**src/rtl/load_store_unit_if.sv**
```systemverilog
// rtl/load_store_unit_if.sv - data bus between the load/store unit and memory
interface load_store_unit_if;

    logic        mem_req_o;
    logic        mem_we_o;
    logic [31:0] mem_addr_o;
    logic [3:0]  mem_be_o;
    logic [31:0] mem_wdata_o;
    logic        mem_ack_i;
    logic [31:0] mem_rdata_i;

    // Load/store unit side: issues requests, receives acknowledge and read data.
    modport master (
        output mem_req_o,
        output mem_we_o,
        output mem_addr_o,
        output mem_be_o,
        output mem_wdata_o,
        input  mem_ack_i,
        input  mem_rdata_i
    );

    // Memory side: sees requests, returns acknowledge and read data.
    modport slave (
        input  mem_req_o,
        input  mem_we_o,
        input  mem_addr_o,
        input  mem_be_o,
        input  mem_wdata_o,
        output mem_ack_i,
        output mem_rdata_i
    );

endinterface

```
**src/rtl/load_store_unit.sv**
```systemverilog
// rtl/load_store_unit.sv - memory-access stage with single-outstanding data bus
module load_store_unit #(
    parameter int unsigned TIMEOUT_CYCLES = 64
) (
    input  logic                    clk_i,
    input  logic                    rst_ni,
    input  logic                    start_i,
    input  logic                    is_store_i,
    input  logic [1:0]              size_i,
    input  logic                    unsigned_i,
    input  logic [31:0]             address_i,
    input  logic [31:0]             store_data_i,
    load_store_unit_if.master       bus,
    output logic [31:0]             load_data_o,
    output logic                    done_o,
    output logic                    misaligned_o,
    output logic                    bus_err_o,
    output logic                    stall_o
);

    // Counter value on the last REQ cycle before the access is abandoned.
    localparam logic [15:0] LP_CNT_LAST = 16'(TIMEOUT_CYCLES - 1);

    typedef enum logic [1:0] {
        ST_IDLE = 2'd0,
        ST_REQ  = 2'd1,
        ST_DONE = 2'd2
    } state_t;

    state_t      r_state;
    state_t      w_next;

    logic        w_legal;
    logic [3:0]  w_be;
    logic [31:0] w_wdata;
    logic        w_enter_req;
    logic        w_finish_mis;
    logic        w_finish_ack;
    logic        w_finish_to;

    logic        r_we;
    logic [29:0] r_word_addr;
    logic [1:0]  r_off;
    logic [1:0]  r_size;
    logic        r_unsigned;
    logic [3:0]  r_be;
    logic [31:0] r_wdata;
    logic [15:0] r_cnt;
    logic [31:0] r_load_data;
    logic        r_misaligned;
    logic        r_bus_err;

    logic [7:0]  w_rd_byte;
    logic [15:0] w_rd_half;
    logic [31:0] w_load_fmt;

    // Legality, byte-lane enables and lane-replicated write data for the incoming access.
    always_comb begin
        w_legal = 1'b0;
        w_be    = 4'b1111;
        w_wdata = store_data_i;
        case (size_i)
            2'b00: begin
                w_legal = 1'b1;
                w_be    = 4'b0001 << address_i[1:0];
                w_wdata = {4{store_data_i[7:0]}};
            end
            2'b01: begin
                w_legal = ~address_i[0];
                w_be    = address_i[1] ? 4'b1100 : 4'b0011;
                w_wdata = {2{store_data_i[15:0]}};
            end
            2'b10: begin
                w_legal = (address_i[1:0] == 2'b00);
                w_be    = 4'b1111;
                w_wdata = store_data_i;
            end
            default: begin
                w_legal = 1'b0;
                w_be    = 4'b1111;
                w_wdata = store_data_i;
            end
        endcase
    end

    // State register; reset while a request is out simply abandons it.
    always_ff @(posedge clk_i) begin
        if (!rst_ni) begin
            r_state <= ST_IDLE;
        end else begin
            r_state <= w_next;
        end
    end

    // Next state and the completion cause that goes with each transition into DONE.
    always_comb begin
        w_next       = r_state;
        w_enter_req  = 1'b0;
        w_finish_mis = 1'b0;
        w_finish_ack = 1'b0;
        w_finish_to  = 1'b0;
        case (r_state)
            ST_IDLE: begin
                if (start_i) begin
                    if (w_legal) begin
                        w_next      = ST_REQ;
                        w_enter_req = 1'b1;
                    end else begin
                        w_next       = ST_DONE;
                        w_finish_mis = 1'b1;
                    end
                end
            end
            ST_REQ: begin
                // An ack on the final timeout cycle still counts as a normal completion.
                if (bus.mem_ack_i) begin
                    w_next       = ST_DONE;
                    w_finish_ack = 1'b1;
                end else if (r_cnt == LP_CNT_LAST) begin
                    w_next      = ST_DONE;
                    w_finish_to = 1'b1;
                end
            end
            ST_DONE: begin
                w_next = ST_IDLE;
            end
            default: begin
                w_next = ST_IDLE;
            end
        endcase
    end

    // Extract and extend the addressed lane of the read word.
    always_comb begin
        w_rd_byte  = bus.mem_rdata_i[{r_off, 3'b000} +: 8];
        w_rd_half  = r_off[1] ? bus.mem_rdata_i[31:16] : bus.mem_rdata_i[15:0];
        w_load_fmt = bus.mem_rdata_i;
        case (r_size)
            2'b00:   w_load_fmt = r_unsigned ? {24'd0, w_rd_byte}
                                             : {{24{w_rd_byte[7]}}, w_rd_byte};
            2'b01:   w_load_fmt = r_unsigned ? {16'd0, w_rd_half}
                                             : {{16{w_rd_half[15]}}, w_rd_half};
            default: w_load_fmt = bus.mem_rdata_i;
        endcase
    end

    // Latch the access on entry to REQ, count REQ cycles, record the completion result.
    always_ff @(posedge clk_i) begin
        if (!rst_ni) begin
            r_we         <= 1'b0;
            r_word_addr  <= 30'd0;
            r_off        <= 2'b00;
            r_size       <= 2'b00;
            r_unsigned   <= 1'b0;
            r_be         <= 4'b0000;
            r_wdata      <= 32'd0;
            r_cnt        <= 16'd0;
            r_load_data  <= 32'd0;
            r_misaligned <= 1'b0;
            r_bus_err    <= 1'b0;
        end else begin
            if (w_enter_req) begin
                r_we        <= is_store_i;
                r_word_addr <= address_i[31:2];
                r_off       <= address_i[1:0];
                r_size      <= size_i;
                r_unsigned  <= unsigned_i;
                r_be        <= w_be;
                r_wdata     <= w_wdata;
                r_cnt       <= 16'd0;
            end else if (r_state == ST_REQ) begin
                r_cnt <= r_cnt + 16'd1;
            end

            if (w_finish_mis) begin
                r_misaligned <= 1'b1;
                r_bus_err    <= 1'b0;
                r_load_data  <= 32'd0;
            end else if (w_finish_to) begin
                r_misaligned <= 1'b0;
                r_bus_err    <= 1'b1;
                r_load_data  <= 32'd0;
            end else if (w_finish_ack) begin
                r_misaligned <= 1'b0;
                r_bus_err    <= 1'b0;
                r_load_data  <= r_we ? 32'd0 : w_load_fmt;
            end else if (r_state == ST_DONE) begin
                r_misaligned <= 1'b0;
                r_bus_err    <= 1'b0;
            end
        end
    end

    // Bus outputs are only driven while a request is outstanding.
    always_comb begin
        bus.mem_req_o   = (r_state == ST_REQ);
        bus.mem_we_o    = bus.mem_req_o & r_we;
        bus.mem_addr_o  = bus.mem_req_o ? {r_word_addr, 2'b00} : 32'd0;
        bus.mem_be_o    = bus.mem_req_o ? r_be : 4'b0000;
        bus.mem_wdata_o = bus.mem_req_o ? r_wdata : 32'd0;
    end

    // Core-facing status.
    always_comb begin
        load_data_o  = r_load_data;
        done_o       = (r_state == ST_DONE);
        misaligned_o = r_misaligned;
        bus_err_o    = r_bus_err;
        stall_o      = (r_state == ST_REQ) | ((r_state == ST_IDLE) & start_i);
    end

endmodule

```
**src/flat_wrapper.sv**
```systemverilog
// flat-port wrapper written by rule: the top's interface ports become plain ports
module load_store_unit_flat 
#(
    parameter int unsigned TIMEOUT_CYCLES = 64
)
  (clk_i, rst_ni, start_i, is_store_i, size_i, unsigned_i, address_i, store_data_i, load_data_o, done_o, misaligned_o, bus_err_o, stall_o, bus_mem_req_o, bus_mem_we_o, bus_mem_addr_o, bus_mem_be_o, bus_mem_wdata_o, bus_mem_ack_i, bus_mem_rdata_i);
  load_store_unit_if bus_i ();
  input  logic clk_i;
  input  logic rst_ni;
  input  logic start_i;
  input  logic is_store_i;
  input  logic [1:0] size_i;
  input  logic unsigned_i;
  input  logic [31:0] address_i;
  input  logic [31:0] store_data_i;
  output logic [31:0] load_data_o;
  output logic done_o;
  output logic misaligned_o;
  output logic bus_err_o;
  output logic stall_o;
  output wire logic [$bits(bus_i.mem_req_o)-1:0] bus_mem_req_o;
  output wire logic [$bits(bus_i.mem_we_o)-1:0] bus_mem_we_o;
  output wire logic [$bits(bus_i.mem_addr_o)-1:0] bus_mem_addr_o;
  output wire logic [$bits(bus_i.mem_be_o)-1:0] bus_mem_be_o;
  output wire logic [$bits(bus_i.mem_wdata_o)-1:0] bus_mem_wdata_o;
  input wire logic [$bits(bus_i.mem_ack_i)-1:0] bus_mem_ack_i;
  input wire logic [$bits(bus_i.mem_rdata_i)-1:0] bus_mem_rdata_i;
  assign bus_mem_req_o = bus_i.mem_req_o;
  assign bus_mem_we_o = bus_i.mem_we_o;
  assign bus_mem_addr_o = bus_i.mem_addr_o;
  assign bus_mem_be_o = bus_i.mem_be_o;
  assign bus_mem_wdata_o = bus_i.mem_wdata_o;
  assign bus_i.mem_ack_i = bus_mem_ack_i;
  assign bus_i.mem_rdata_i = bus_mem_rdata_i;
  load_store_unit #(.TIMEOUT_CYCLES(TIMEOUT_CYCLES)) u_core (.clk_i(clk_i), .rst_ni(rst_ni), .start_i(start_i), .is_store_i(is_store_i), .size_i(size_i), .unsigned_i(unsigned_i), .address_i(address_i), .store_data_i(store_data_i), .bus(bus_i), .load_data_o(load_data_o), .done_o(done_o), .misaligned_o(misaligned_o), .bus_err_o(bus_err_o), .stall_o(stall_o));
endmodule
```
**config.mk**
```make
export PLATFORM = sky130hd
export DESIGN_NAME = load_store_unit_flat
export DESIGN_NICKNAME = d
export VERILOG_FILES = /design/src/rtl/load_store_unit_if.sv /design/src/rtl/load_store_unit.sv /design/src/flat_wrapper.sv
export SDC_FILE = /design/constraint.sdc
export NUM_CORES = 1
export LEC_CHECK = 0
export CAP_MARGIN = 20
export CORE_MARGIN = 2
export CORE_UTILIZATION = 25
export DETAILED_ROUTE_END_ITERATION = 10
export GPL_TIMING_DRIVEN = 0
export PLACE_DENSITY = 0.48
export SLEW_MARGIN = 5
export SYNTH_ARGS = -nofsm -noshare
export SYNTH_HDL_FRONTEND = slang
export SYNTH_SLANG_ARGS = --single-unit
```
**constraint.sdc**
```tcl
create_clock -name clk_i -period 2.3 [get_ports clk_i]
set_input_delay 0.575 -clock clk_i [delete_from_list [all_inputs] [get_ports clk_i]]
set_output_delay 0.575 -clock clk_i [all_outputs]
set_load 0.1 [all_outputs]
```
---- Word-level counts from Yosys, hierarchy flattened ----
Index checks and enable logic that the tools add are counted.
storage, ports and cells
  logic and storage cells ................. 71
  register bits ........................... 124
  input port bits ......................... 104
cells by class
  shifts and indexed selects .............. 2
  muxes and demuxes ....................... 33
  $add $sub $neg .......................... 1
  eq/ne operators ......................... 8
  bitwise operators ....................... 5
  reductions and logical operators ........ 10
operators with widths
  kind                                                                     count
  32-bit 2-to-1 mux                                                        5
  32-bit case mux with 2 select lines                                      2
  32-bit by 6-bit indexed part select with 8-bit output                    1
  16-bit by 1-bit adder with 16-bit output (second input constant)         1
  16-bit by 6-bit equality test with 1-bit output (second input constant)  1
  1-bit 2-to-1 mux                                                         16
  16-bit 2-to-1 mux                                                        1
  2-bit zero test                                                          4
  2-bit 2-to-1 mux                                                         4
  4-bit 2-to-1 mux                                                         2
  4-bit case mux with 2 select lines                                       1
  2-bit by 1-bit equality test with 1-bit output (second input constant)   3
  2-bit equality test (second input constant)                              2
  2-bit case mux with 2 select lines                                       1
  4-bit nonzero test                                                       1
  2-bit OR reduction                                                       2
  1-bit by 2-bit left shift with 4-bit output (first input constant)       1
  3-bit by 1-bit != test with 1-bit output (second input constant)         1
  1-bit case mux with 3 select lines                                       1
  3-bit nonzero test                                                       1
  3-bit OR reduction                                                       1
  1-bit AND                                                                2
  2-bit != test (second input constant)                                    1
  1-bit inverter                                                           2
  other kinds (2)                                                          2

---- Logic depth before layout (Yosys ltp) ----
  depth in word-level cells ............... 6
  mapped depth ............................ 7

---- Worst setup path after synthesis ----
No wires, ideal clock.
  kind .................................... reg2out
  start ................................... register u_core.r_state[1]
  end ..................................... output bus_mem_addr_o[22]
  stages on the path, launching flop included .. 5
  data arrival time ....................... 2573 ps
  setup slack ............................. -848 ps
  path through ............................ dfxtp_1 nand2b_2 clkinv_1 clkbuf_1 and2_1
between the ends
  longest elaborated chain between the ends .. 2
RTL lines
  element                                         line                    text
  start: declaration                              load_store_unit.sv:30   state_t r_state;
  start signal: assignment                        load_store_unit.sv:91   r_state <= w_next;
  2-bit by 1-bit equality test with 1-bit output  load_store_unit.sv:196  bus.mem_req_o = (r_state == ST_REQ);
  net bus_mem_req_o                               flat_wrapper.sv:21      output wire logic [$bits(bus_i.mem_req_o)-1:0] bus_mem_req_o;
  32-bit 2-to-1 mux                               load_store_unit.sv:198  bus.mem_addr_o = bus.mem_req_o ? {r_word_addr, 2'b00} : 32'd0;
  end: declaration                                flat_wrapper.sv:23      output wire logic [$bits(bus_i.mem_addr_o)-1:0] bus_mem_addr_o;
The timed path passes the listed nets, and every way through them passes these cells.

---- Worst setup path in the final report ----
  start ................................... register u_core.r_state[0]
  end ..................................... output bus_mem_we_o
between the ends
  longest elaborated chain between the ends .. 2
RTL lines
  element                                         line                    text
  2-bit by 1-bit equality test with 1-bit output  load_store_unit.sv:196
  1-bit AND                                       load_store_unit.sv:197  bus.mem_we_o = bus.mem_req_o & r_we;
  end: declaration                                flat_wrapper.sv:22      output wire logic [$bits(bus_i.mem_we_o)-1:0] bus_mem_we_o;
Every way passes these cells.

==> summary.md <==
| Metric | Value |
|---|---|
| Peak VDD IR | `0.369 mV` |
| H-tree depth | `4` |
| Starting Density | `25.6%` |
| Critical path, cell by cell | `buf_4 -> nand2b_4 -> clkinv_4 -> buf_4 -> and2_2 -> buf_12` |
| Setup CP Type | `reg2out` |
| Share of the synthesized area in the top cell type | `38.3%` |
| Row count | `58` |
| Pleak | `3.88 nW` |
| CTS tree | `done` |
| Crit path DAT | `~1.7 ns` |
| CP max-delay cell | `dfxtp_1` |
| Final Hold Viols | `0` |
| Ys Warns | `0` |
| Slew headroom | `31.7%` |
| DR vias | `6,502` |
| Top_reg_cell synth | `dfxtp_1` |
| GRT Residual Overflow | `0` |
| Via density | `4.78` |
| Cells after Synth | `792` |
| Die height | `165 µm` |
| Critical Path RT | `roughly 1.7 ns` |
| DR WL/cell | `about 18 µm` |
| Largest net degree at the start of global routing | `20` |
| Avg Cell Area, Syn | `just over 8 µm²` |
| Total power | `between 0.006 and 0.007 W` |
| CP Buf/Inv Count | `4` |
| Residual DRC | `0` |
| Max cap viols | `0` |
| Worst skew pair latency | `approximately 0.42 ns` |
| Worst Hold Class | `reg2reg` |
| CTS clock-pin slew for the worst setup and hold paths | `0.06 ns` |
| Setup repair after global routing missed its margin | `true` |
| Crit end category | `output port` |
| Finished Core Util | `39.6%` |
| Final Max Tran Viols | `0` |
| PwrDens | `630 mW/mm²` |
| Core area | `0.0253 mm²` |
| Clock sinks | `124` |
| Seq/Total Area, Yosys | `38.3%` |
| Cts hold-fix bufs | `0` |
| Dominant cell type by area after synthesis | `dfxtp_1` |
| Synth top area cells | `dfxtp_1, a21oi_1, mux2i_1, and2_1, o21ai_0` |
| Layout Cells excl Fill | `1,361` |
| Nets | `1,122` |
| Period Utilization, post-route | `97.4%` |
| Die Span X | `165 µm` |
| Synthesis-stage register bit count | `124` |
| Startpoint Class | `register` |
| Antenna Nets Post-Route | `0` |
| Placed cells | `1,328` |
| Final min period | `2.24 ns` |
| Fmax | `447 MHz` |
| Final instance area | `about 0.01 mm²` |
| Area after DPL | `0.00897 mm²` |
| Crit path largest cell delay | `0.29 ns` |
| Top delay family on crit path | `buffers and inverters` |
| Num CTS Buffers | `17` |
| Placer Congestion | `slightly below 0.8` |
| Netlist Area Pre-Place | `0.00648 mm²` |
| Number of synthesized flops with an enable pin | `0` |
| Count of cell types in the netlist | `63` |
| Antenna violations before repair | `1` |
| Maximum clock insertion buffer count | `2` |
| Count leader, synth | `a21oi_1` |
| Layout area overhead | `55.0%` |
| Drt pass-1 iters | `4` |
| Worst slew pin tran | `1.03 ns` |
| Worst Path Max Fanout | `10` |
| Worst Skew | `0.00989 ns` |
| Initial DRC count | `369` |
| Ports | `210` |
| Root Driver | `clkbuf_16` |
| I/O Buffers | `205` |
| Final Setup Violations | `0` |
| Status | `finished, final reports clean` |
| Share of cells above drive strength 1 | `between 15 and 20%` |
| Post-DP HPWL | `18.3 mm` |
| Top cells by count, synth | `a21oi_1, dfxtp_1, o21ai_0` |
| Setup TNS after final layout | `0 ns` |
| Wirelength, routed | `24.3 mm` |
| Vias in the first global route | `~6,400` |
| First-pass GRT wire length | `36.9 mm` |
| Most frequent CP cell | `buf_4` |
| Share of flip-flops with an asynchronous set or reset | `0%` |
| Die area | `0.0272 mm²` |
| Tot GR Track Use | `17.8%` |
==> cell usage in the layout (no fill, tap or decap), types with 30 or more instances in the layout <==
cell,netlist,final
o21ai_0,70,70
buf_6,9,31
buf_12,0,38
clkdlybuf4s50_1,0,100
a21oi_1,145,145
mux2i_1,46,46
dlygate4sd2_1,0,34
dfxtp_1,124,123
nand3_1,48,48
nand2_1,54,52
and2_1,67,43
clkbuf_1,38,30
==> power breakdown <==
group          internal [W]  total, W  switching [W]  leakage (nW)
sequential          0.00225   0.00230      0.0000518          1.01
clock               0.00162   0.00270        0.00108         0.274
combinational      0.000480   0.00132       0.000839          2.60
==> worst reg2reg max path: stages, from the launching register on <==
cell	delay, ns
dfxtp_1	0.36
ha_1	0.21
and4bb_1	0.19
nand4_1	0.25
o311ai_4	0.49
buf_6	0.25
nor3_2	0.06
==> timing repair <==
action	4_1_cts	5_1_grt
gates resized for setup	528	112
buffers inserted	1	0
setup endpoints to repair	104	67
==> path summary, 6_finish.rpt <==
kind / start / endpoint / slack (ns) / depth (start not counted)
max: u_core.r_state[0] / bus_mem_we_o / 0.06 / 6
min: u_core.load_data_o[22] / u_core.load_data_o[22] / 0.45 / 2
max reg2reg: u_core.r_cnt[0] / u_core.load_data_o[6] / 0.38 / 6
min reg2reg: u_core.load_data_o[22] / u_core.load_data_o[22] / 0.45 / 2
==> sequential cells by signal, indices dropped and copies added, names as in the netlist <==
signal and count:
u_core.load_data_o 32, u_core.r_wdata 32, u_core.r_word_addr 30, u_core.r_cnt 16, u_core.r_be 4, u_core.r_off 2
u_core.r_size 2, u_core.r_state 2, u_core.bus_err_o 1, u_core.misaligned_o 1, u_core.r_unsigned 1, u_core.r_we 1
==> stage by stage <==
stage	hold WS, ns	setup WS [ns]
global route	0.467	-0.0181
floorplan	0.445	-0.0884
CTS	0.456	0.000451
detailed placement	0.449	-1.38
global placement	0.444	-1.42
finish	0.450	0.0604
==> routing by layer <==
metal	share of wire (%)	wire length [µm]	vias to the layer above	global-route usage [%]
li1	-	-	3274	-
met1	46	11200	3045	23.6
met5	0	0	-	0
met3	7.2	1750	16	5.80
met2	46	11100	167	27.7
met4	1.1	275	0	4.70
==> final cells by class <==
class | count | area, µm²
plain buffers | 73 | 420
fillers | 2613 | 15300
flip-flops and latches | 124 | 2490
diodes | 1 | 2.50
well taps | 330 | 413
clock inverters | 14 | 148
multi-input cells | 578 | 3600
clock buffers | 18 | 439
inverters | 17 | 68.8
repair buffers | 206 | 2470
==> logic make-up after synthesis <==
group           Yosys count  synth area share, %
xor+xnor                  9                 1.22
mux                      47                 7.32
fa+ha+maj                 1                0.193
compound gates          290                 26.4
simple gates            229                 19.5
other cells               1               0.0579
flops                   124                 38.3
buf+inv                  91                 7.01
Power figures use the tool's default switching activity.
